<file path="config.mk">
export PLATFORM = sky130hd
export DESIGN_NAME = conv_layer_sequencer
export DESIGN_NICKNAME = d
export VERILOG_FILES = /design/src/rtl/conv_layer_sequencer.sv
export SDC_FILE = /design/constraint.sdc
export NUM_CORES = 1
export LEC_CHECK = 0
export CAP_MARGIN = 20
export CORE_MARGIN = 1.5
export CORE_UTILIZATION = 55
export CTS_CLUSTER_DIAMETER = 40
export DETAILED_ROUTE_END_ITERATION = 10
export PLACE_DENSITY = 0.85
export SETUP_SLACK_MARGIN = 0.05
export SYNTH_ARGS = -nofsm -noshare
export SYNTH_HDL_FRONTEND = slang
export SYNTH_SLANG_ARGS = --single-unit
</file>
<file path="constraint.sdc">
create_clock -name clk -period 7 [get_ports clk]
set_clock_uncertainty 0.2 [all_clocks]
set_input_delay 0.7 -clock clk [delete_from_list [all_inputs] [get_ports clk]]
set_output_delay 0.7 -clock clk [all_outputs]
set_load 0.01 [all_outputs]
</file>
<file path="src/rtl/conv_layer_sequencer.sv">
// Frame sequencer for the 16-channel conv featuremap: walks a zero-padded
// (WIDTH+2)^2 raster, pops all source FIFOs in lockstep and counts results.
module conv_layer_sequencer #(
  parameter int WIDTH = 56,
  parameter int NCH   = 16
) (
  input  logic                               clk,
  input  logic                               rst,
  input  logic                               start,
  input  logic [NCH-1:0]                     fifo_empty,
  input  logic                               fm_ready,
  input  logic                               fm_valid_out,
  output logic                               src_rdreq,
  output logic                               fm_valid,
  output logic                               pad_zero,
  output logic                               busy,
  output logic                               done,
  output logic [$clog2(WIDTH*WIDTH+1)-1:0]   out_count
);

  localparam int PW  = WIDTH + 2;
  localparam int RCW = $clog2(PW);
  localparam int CW  = $clog2(WIDTH*WIDTH+1);
  localparam logic [RCW-1:0] LAST    = RCW'(PW - 1);
  localparam logic [CW-1:0]  OUT_MAX = CW'(WIDTH * WIDTH);

  typedef enum logic [1:0] {IDLE, RUN, DRAIN, DONE} state_t;

  state_t         state, state_next;
  logic [RCW-1:0] row, col;
  logic           border, issue, count_en;
  logic [CW-1:0]  count_next;

  // Border pixels are synthesised as zeros, so they never wait on the FIFOs.
  always_comb begin
    border    = (row == '0) || (row == LAST) || (col == '0) || (col == LAST);
    issue     = (state == RUN) && fm_ready && (border || (fifo_empty == '0));
    fm_valid  = issue;
    pad_zero  = issue && border;
    src_rdreq = issue && !border;
  end

  always_comb begin
    count_en   = ((state == RUN) || (state == DRAIN)) && fm_valid_out && (out_count != OUT_MAX);
    count_next = out_count + CW'(count_en);
  end

  // DRAIN looks at the post-increment count so done follows the last result by one cycle.
  always_comb begin
    state_next = state;
    unique case (state)
      IDLE:  if (start) state_next = RUN;
      RUN:   if (issue && (row == LAST) && (col == LAST)) state_next = DRAIN;
      DRAIN: if (count_next == OUT_MAX) state_next = DONE;
      DONE:  state_next = IDLE;
    endcase
  end

  always_ff @(posedge clk or posedge rst) begin
    if (rst) begin
      state     <= IDLE;
      row       <= '0;
      col       <= '0;
      out_count <= '0;
      busy      <= 1'b0;
      done      <= 1'b0;
    end else begin
      state <= state_next;
      busy  <= (state_next == RUN) || (state_next == DRAIN);
      done  <= (state_next == DONE);
      if ((state == IDLE) && start) begin
        row       <= '0;
        col       <= '0;
        out_count <= '0;
      end else begin
        out_count <= count_next;
        if (issue) begin
          if (col == LAST) begin
            col <= '0;
            row <= row + 1'b1;
          end else begin
            col <= col + 1'b1;
          end
        end
      end
    end
  end

endmodule

</file>
==> results of run 1 <==
[cells by family (layout without fill, tap and decap cells)]
family,after synthesis,after routing,synth area share
buf+inv,14,51,0.0315
simple gates,90,90,0.292
flops,28,28,0.392
compound gates,20,20,0.0777
mux,5,5,0.0280
xor+xnor,18,18,0.0882
fa+ha+maj,13,13,0.0910
[worst max-delay path by stage]
stage / startpoint / depth (start not counted) / endpoint
2_1_floorplan: out_count[8] / 10 / busy
3_3_place_gp: out_count[8] / 10 / busy
3_5_place_dp: out_count[8] / 10 / busy
4_1_cts: out_count[8] / 10 / busy
5_1_grt: out_count[8] / 10 / busy
6_report: out_count[8] / 10 / busy
[cell type report]
type,count,area (sq um)
Fill cell,250,823
Inverter,9,33.8
Clock buffer,4,36.3
Timing Repair Buffer,38,398
Sequential cell,28,701
Multi-Input combinational cell,146,1030
Tap cell,44,55.1
[per-stage QoR]
step / std cells / total power [mW] / hold slack [ns]
2_1_floorplan: 188 / 0.277 / 0.283
3_3_place_gp: 264 / 0.332 / 0.317
3_5_place_dp: 264 / 0.338 / 0.338
4_1_cts: 268 / 0.419 / 0.358
5_1_grt: 269 / 0.445 / 0.369
6_report: 269 / 0.418 / 0.364
[sequential cells by signal, summed over array words and instances, names as in the netlist]
name       flops
row            6
out_count     12
state          2
busy           1
col            6
done           1
[critical path, delay by kind of cell, from the launching register on]
kind,cells,cell delay (ns)
simple gates,5,1.90
fa+ha+maj,3,0.81
compound gates,2,0.54
flops,1,0.48
[per-layer routing]
layer / wire length, um / global-route usage / vias up
li1: - / - / 733
met1: 1780 / 0.351 / 727
met2: 2080 / 0.436 / 35
met3: 140 / 0.0303 / 9
met4: 104 / 0.133 / 0
met5: 0 / 0 / -
[where the power goes]
part,internal (mW),switching [mW]
Sequential,0.180,0.0374
Combinational,0.0707,0.0487
Clock,0.0320,0.0491
Total,0.283,0.135
[layout by cell type, fill, tap and decap left out, types with 2 or more instances in the layout]
master,netlist,routed
dfrtp_1,28,28
and2_1,4,4
nor3_2,2,2
nor2_1,24,24
ha_1,13,13
nor3_1,3,3
nor4_1,7,7
nor4_4,2,2
mux2i_1,5,5
clkbuf_4,0,3
or4_1,2,2
nand2b_1,4,4
xnor2_1,7,7
nand3_1,4,4
xor2_1,11,11
clkdlybuf4s50_1,0,37
inv_1,9,9
a21oi_1,7,7
a31oi_1,3,3
nand4_1,7,7
nand2_1,18,18
==> flow_summary.ini, run 1 <==
[run_status]
status = completed

[worst_setup_path]
reg2reg_to = busy
worstSetupPathType = register to register
slowest_stage = or4_1
ff2ff_setup_slack_ns = 2.98
crit_path_max_fanout = 7
startpoint_type = register
endpoint_kind = register
worstPathRequired_ns = 7.04
max_stage_delay_ns = 0.53
rr_worst_depth = 10
crit_chain = nand2b_1, or2_2, or4_1, o311a_1, ha_1, ha_1, or4b_1, or4_1, a21oi_1, ha_1
arrival_ns = 4.06
r2r-start = out_count[8]
crit_path_frequent_cell = ha_1

[logic_synthesis]
synth_top_area_share = 0.392
synth_largest_area_cell = dfrtp_1
synth_edf_count = 0
syn_area_sq_um = 1790
yosysWarnings = 0
synth_most_common_cell = dfrtp_1
synth_cell_types = 44
postSynthCellCount = 188
synth_nets = 222
syn_area_per_cell_sq_um = 9.51
ys_seq_elements = 28
synth_seq_area_share = 0.392
synth_common_cells = dfrtp_1, nor2_1, nand2_1
async_reset_ff_frac = 1.00
netlist_top_cells_area = dfrtp_1, ha_1, xor2_1
synth_flop_cell = dfrtp_1

[layout]
num_antenna_cells = 0
syn2layout_area_growth_pct = 26.1
nets = 260
final_area_sq_um = 2250
drive_above_1_share = 0.0756
final_core_util = 0.733

[cts]
clockRootBuffer = clkbuf_4
clk-insertion-delay-late_ns = 0.34
h-tree-depth = 1
cts_tree = done
cts_hold_buf = 0
cts.sinks = 28
post_cts_buffers = 0
clock_path_buffers = 2
numCtsBuffers = 3
cts_resized = 0
path_clk_slew_ns = 0.15

[global_route]
grt_use_total = 0.268
grt_overflow_total = 0
grt_pass1_wl_um = 7130
antenna_found_initial = 0
first_global_vias = 1521
grt_max_degree = 29

[placed_design]
place.gp.congestion = 0.822
dp_slack_ns = 2.99
placed_area_sq_um = 2190
hpwl_um = 3150
io_buffers = 37

[power]
cellPowerDensity_nw_per_um2 = 185
leakage_nw = 0.964
ir_drop_uv = 96.1

[sta]
slew_viol_final = 0
setup_violations = 0
min_period_ns = 4.02
rsz0062_at_grt = false
fmax_mhz = 249
fin_crit_sh = 0.574
setup_ws_ns = 2.98
setup_tns_ns = 0
timing.slew.headroom = 0.481
worstMarginPinSlew_ns = 0.779
hold_viol_final = 0

[drt]
drt_iter0_markers = 90
postRouteAntennaNets = 0
vias_per_cell = 5.59
wl_per_cell_um = 15.2
dr.pass1.iters = 4
wl_um = 4100
drc = 0
routed-via-count = 1504

[die]
core_sq_um = 3080
initial_core_util = 0.581
rows = 20
die_h_um = 60.0
die_area_sq_um = 3600
pin_count = 38
die_w_um = 60.0

[hold_path]
worstHoldStart = col[5]
min_path_cells = 1
holdPathEnd = col[5]
min_path_type = register to register

[flow_run]
drv_cap = 0
Power figures use the tool's default switching activity.
==> run 2, diff against run 1 <==
CORE_UTILIZATION = 51   (was 55)
PLACE_DENSITY = 0.8   (was 0.85)
clock period = 4.03 ns   (was 7 ns; I/O delays follow)
==> flow_summary.ini, run 2 (synthesis gave the netlist of run 1 again) <==
[placed_design]
io_buffers = 37
hpwl_um = 2890
place.gp.congestion = 0.767
placed_area_sq_um = 2240
place_inst = 272
dp_slack_ns = 0.191

[sta]
slew_viol_final = 0
min_period_ns = 3.78
setup_violations = 0
timing.slew.headroom = 0.495
setup_ws_ns = 0.250
worstMarginPinSlew_ns = 0.758
hold_viol_final = 0
fmax_mhz = 265
fin_crit_sh = 0.938
setup_tns_ns = 0
rsz0062_at_grt = false

[layout]
top_register = out_count
final_cell_mix = clkdlybuf4s50_1, dfrtp_1, nor2_1
largest_register_ffs = 12
stdcell_count = 277
nets = 266
syn2layout_area_growth_pct = 29.1
final_core_util = 0.692
num_antenna_cells = 0
final_common_cell = clkdlybuf4s50_1
drive_above_1_share = 0.108
final_area_sq_um = 2310
top_regs = out_count: 12 flops, col: 6 flops, row: 6 flops

[worst_setup_path]
startpoint_type = register
r2r-start = out_count[8]
ff2ff_setup_slack_ns = 0.25
worstPathRequired_ns = 4.08
worstSetupPathType = register to register
endpoint_kind = register
rr_worst_depth = 10
reg2reg_to = busy
crit_path_max_fanout = 4
arrival_ns = 3.83

[power]
cellPowerDensity_nw_per_um2 = 323
ir_drop_uv = 146
leakage_nw = 0.994

[cts]
numCtsBuffers = 3
clock_path_buffers = 2
cts.sinks = 28
cts_tree = done
h-tree-depth = 1
clk-insertion-delay-late_ns = 0.34
clockRootBuffer = clkbuf_4
path_clk_slew_ns = 0.15
cts_hold_buf = 0

[hold_path]
min_path_type = input port to asynchronous set/reset pin

[die]
pin_count = 38
rows = 21
die_h_um = 62.2
die_w_um = 62.2
core_sq_um = 3340
initial_core_util = 0.536
die_area_sq_um = 3870

[drt]
wl_um = 3720
vias_per_cell = 5.30
dr.pass1.iters = 4
drc = 0
routed-via-count = 1468
wl_per_cell_um = 13.4
drt_iter0_markers = 67
postRouteAntennaNets = 0

[global_route]
antenna_found_initial = 0
grt_max_degree = 29
grt_use_total = 0.209
first_global_vias = 1423
grt_overflow_total = 0
grt_pass1_wl_um = 6420

[run_status]
status = completed

[flow_run]
drv_cap = 0
[run 2: cell types whose count changed in the layout (fill, tap and decap cells not counted)]
cell	previous run	this run
a21oi_1	7	6
a21oi_2	0	1
buf_4	0	6
ha_2	0	1
ha_1	13	12
[run 2: worst max-delay path by stage]
stage                 start  endpoint  slack (ns)  cells after the start
2_1_floorplan  out_count[8]      busy        0.23                     10
3_3_place_gp   out_count[8]      busy        0.27                     10
3_5_place_dp   out_count[8]      busy        0.19                     10
4_1_cts        out_count[8]      busy        0.18                     10
5_1_grt        out_count[8]      busy        0.08                     10
6_report       out_count[8]      busy        0.25                     10
[run 2: timing repair]
action,in CTS,in global routing
setup buffers,0,0
gates resized for setup,0,2
endpoints found under the setup margin,0,1
hold endpoints to repair,0,0
[run 2: stage by stage]
stage	hold slack, ns	total power [mW]
floorplan	0.268	0.481
CTS	0.335	0.749
global placement	0.309	0.597
global route	0.147	0.798
detailed placement	0.315	0.605
finish	0.120	0.745
[run 2: report_power, final]
part | internal (mW) | switching, mW | leakage, nW
clock network | 0.0556 | 0.0854 | 0.0210
logic | 0.137 | 0.110 | 0.604
registers | 0.313 | 0.0443 | 0.369
[run 2: worst max-delay path, stage by stage (launching register included)]
cell,delay (ns)
dfrtp_1,0.40
nand2b_1,0.15
or2_2,0.28
or4_1,0.40
o311a_1,0.31
ha_2,0.20
ha_1,0.28
or4b_1,0.48
or4_1,0.55
a21oi_2,0.19
ha_1,0.24
[run 2: area by class of cell]
type | instances | area, sq um
clock buffers | 4 | 36.3
repair buffers | 44 | 443
well taps | 46 | 57.6
fillers | 286 | 1030
multi-input cells | 146 | 1040
flip-flops and latches | 28 | 701
inverters | 9 | 33.8
[run 2: metal layers]
| metal | track usage | share of wire |
|---|---|---|
| met1 | 0.280 | 0.47 |
| met2 | 0.340 | 0.48 |
| met3 | 0.0199 | 0.027 |
| met4 | 0.106 | 0.022 |
| met5 | 0 | 0 |
==> run 3, diff against run 2 <==
--- a/config.mk
+++ b/config.mk
@@ -8,2 +8,3 @@
 export CAP_MARGIN = 20
+export CORE_ASPECT_RATIO = 1.25
 export CORE_MARGIN = 1.5
--- a/constraint.sdc
+++ b/constraint.sdc
@@ -4,2 +4,2 @@
 set_output_delay 0.403 -clock clk [all_outputs]
-set_load 0.01 [all_outputs]
+set_load 0.1 [all_outputs]
==> flow_summary.ini, run 3 (synthesis gave the netlist of run 1 again) <==
[global_route]
antenna_found_initial = 0
grt_use_total = 0.215
first_global_vias = 1540
grt_pass1_wl_um = 6820
grt_overflow_total = 0
grt_max_degree = 29

[placed_design]
placed_area_sq_um = 2200
io_buffers = 37
dp_slack_ns = 0.0789
hpwl_um = 2970
place.gp.congestion = 0.855

[worst_setup_path]
max_stage_delay_ns = 0.52
rr_worst_depth = 10
crit_path_max_fanout = 4
worstSetupPathType = register to register
ff2ff_setup_slack_ns = 0.1
reg2reg_to = busy
startpoint_type = register
cp-endpoint = busy
crit_chain = nand2b_4, or2_2, or4_1, o311a_1, ha_4, ha_4, or4b_1, or4_4, a21oi_4, ha_4
endpoint_kind = register
crit_start = out_count[8]
arrival_ns = 3.90
r2r-start = out_count[8]
worstPathRequired_ns = 4.00
crit_path_frequent_cell = ha_4
slowest_stage = or4b_1

[layout]
num_antenna_cells = 0
multi_input_comb_area_sq_um = 1090
fill_cells = 250
largest_register_ffs = 12
top_register = out_count
final_common_cell = clkdlybuf4s50_1
syn2layout_area_growth_pct = 31.8
final_area_sq_um = 2360
final_cell_mix = clkdlybuf4s50_1, nor2_1, dfrtp_1
nets = 264
drive_above_1_share = 0.166
top_regs = out_count: 12 flops, col: 6 flops, row: 6 flops
seq_area_sq_um = 719

[sta]
setup_tns_ns = 0
slew_viol_final = 0
timing.slew.headroom = 0.345
setup_ws_ns = 0.0961
rsz0062_at_grt = false
hold_viol_final = 0
fmax_mhz = 254
min_period_ns = 3.93
worstMarginPinSlew_ns = 0.979
setup_violations = 0
fin_crit_sh = 0.976

[drt]
drt_iter0_markers = 30
wl_per_cell_um = 15.0
wl_met2_um = 2220
routedLengthMet1_um = 1510
route.met3.wl_um = 183
wl_um = 3990
routed-via-count = 1510
postRouteAntennaNets = 0
vias_per_cell = 5.68
drc = 0
routed.top_layer = met4
dr.pass1.iters = 6

[die]
die_h_um = 69.2
pin_count = 38
die_w_um = 56.0
rows = 23
die_area_sq_um = 3870
initial_core_util = 0.545
core_sq_um = 3280

[cts]
h-tree-depth = 1
cts_hold_buf = 0
clock_path_buffers = 2
clockRootBuffer = clkbuf_8
path_clk_slew_ns = 0.09
cts_tree = done
cts.sinks = 28
clk-insertion-delay-late_ns = 0.27
numCtsBuffers = 3

[run_status]
status = completed

[power]
cellPowerDensity_nw_per_um2 = 422
ir_drop_uv = 479
leakage_nw = 0.984

[flow_run]
drv_cap = 0

[hold_path]
min_path_type = input port to asynchronous set/reset pin
-- run 3: changes by cell type in the layout (fill, tap and decap cells not counted), sizes merged --
cell,before,now
clkdlybuf4s50,37,34
buf,7,8
-- run 3: what timing repair did --
action | CTS | global route
resized for setup | 0 | 6
endpoints found under the setup margin | 0 | 2
setup buffers | 0 | 4
hold endpoints to repair | 0 | 0
-- run 3: where the power goes --
part,total (mW),switching [mW],internal [mW]
clock,0.154,0.0833,0.0708
combinational,0.451,0.314,0.138
sequential,0.388,0.0705,0.318
total,0.994,0.468,0.526
-- run 3: routing by layer --
metal,up-vias,track usage
li1,742,-
met1,724,0.235
met2,38,0.416
met3,6,0.0336
met4,0,0.0635
met5,-,0
-- run 3: per-stage QoR --
stage / instances / hold slack, ns / total power [mW] / util
6_report: 266 / 0.288 / 0.994 / 0.718
3_5_place_dp: 257 / 0.324 / 0.817 / 0.672
4_1_cts: 261 / 0.340 / 0.968 / 0.686
2_1_floorplan: 188 / 0.268 / 0.705 / -
5_1_grt: 266 / 0.362 / 1.04 / 0.718
3_3_place_gp: 257 / 0.304 / 0.809 / 0.672
-- run 3: layout make-up --
class                   count  area share
clock buffers               4      0.0191
inverters                   9      0.0143
multi-input cells         146       0.463
flip-flops and latches     28       0.305
well taps                  37      0.0196
repair buffers             42       0.178
-- run 3: how the worst min path moves through the flow --
stage / end / slack [ns]
2_1_floorplan: busy / 0.27
3_3_place_gp: col[5] / 0.30
3_5_place_dp: col[5] / 0.32
4_1_cts: col[5] / 0.34
5_1_grt: out_count[10] / 0.36
6_report: row[5] / 0.29
-- run 3: critical path: cells and delay by family (launching register included) --
| kind | cells | cell delay [ns] |
|---|---|---|
| and+or+nand+nor | 5 | 1.95 |
| adders and majority gates | 3 | 0.60 |
| AOI/OAI and AO/OA | 2 | 0.59 |
| DFF | 1 | 0.50 |
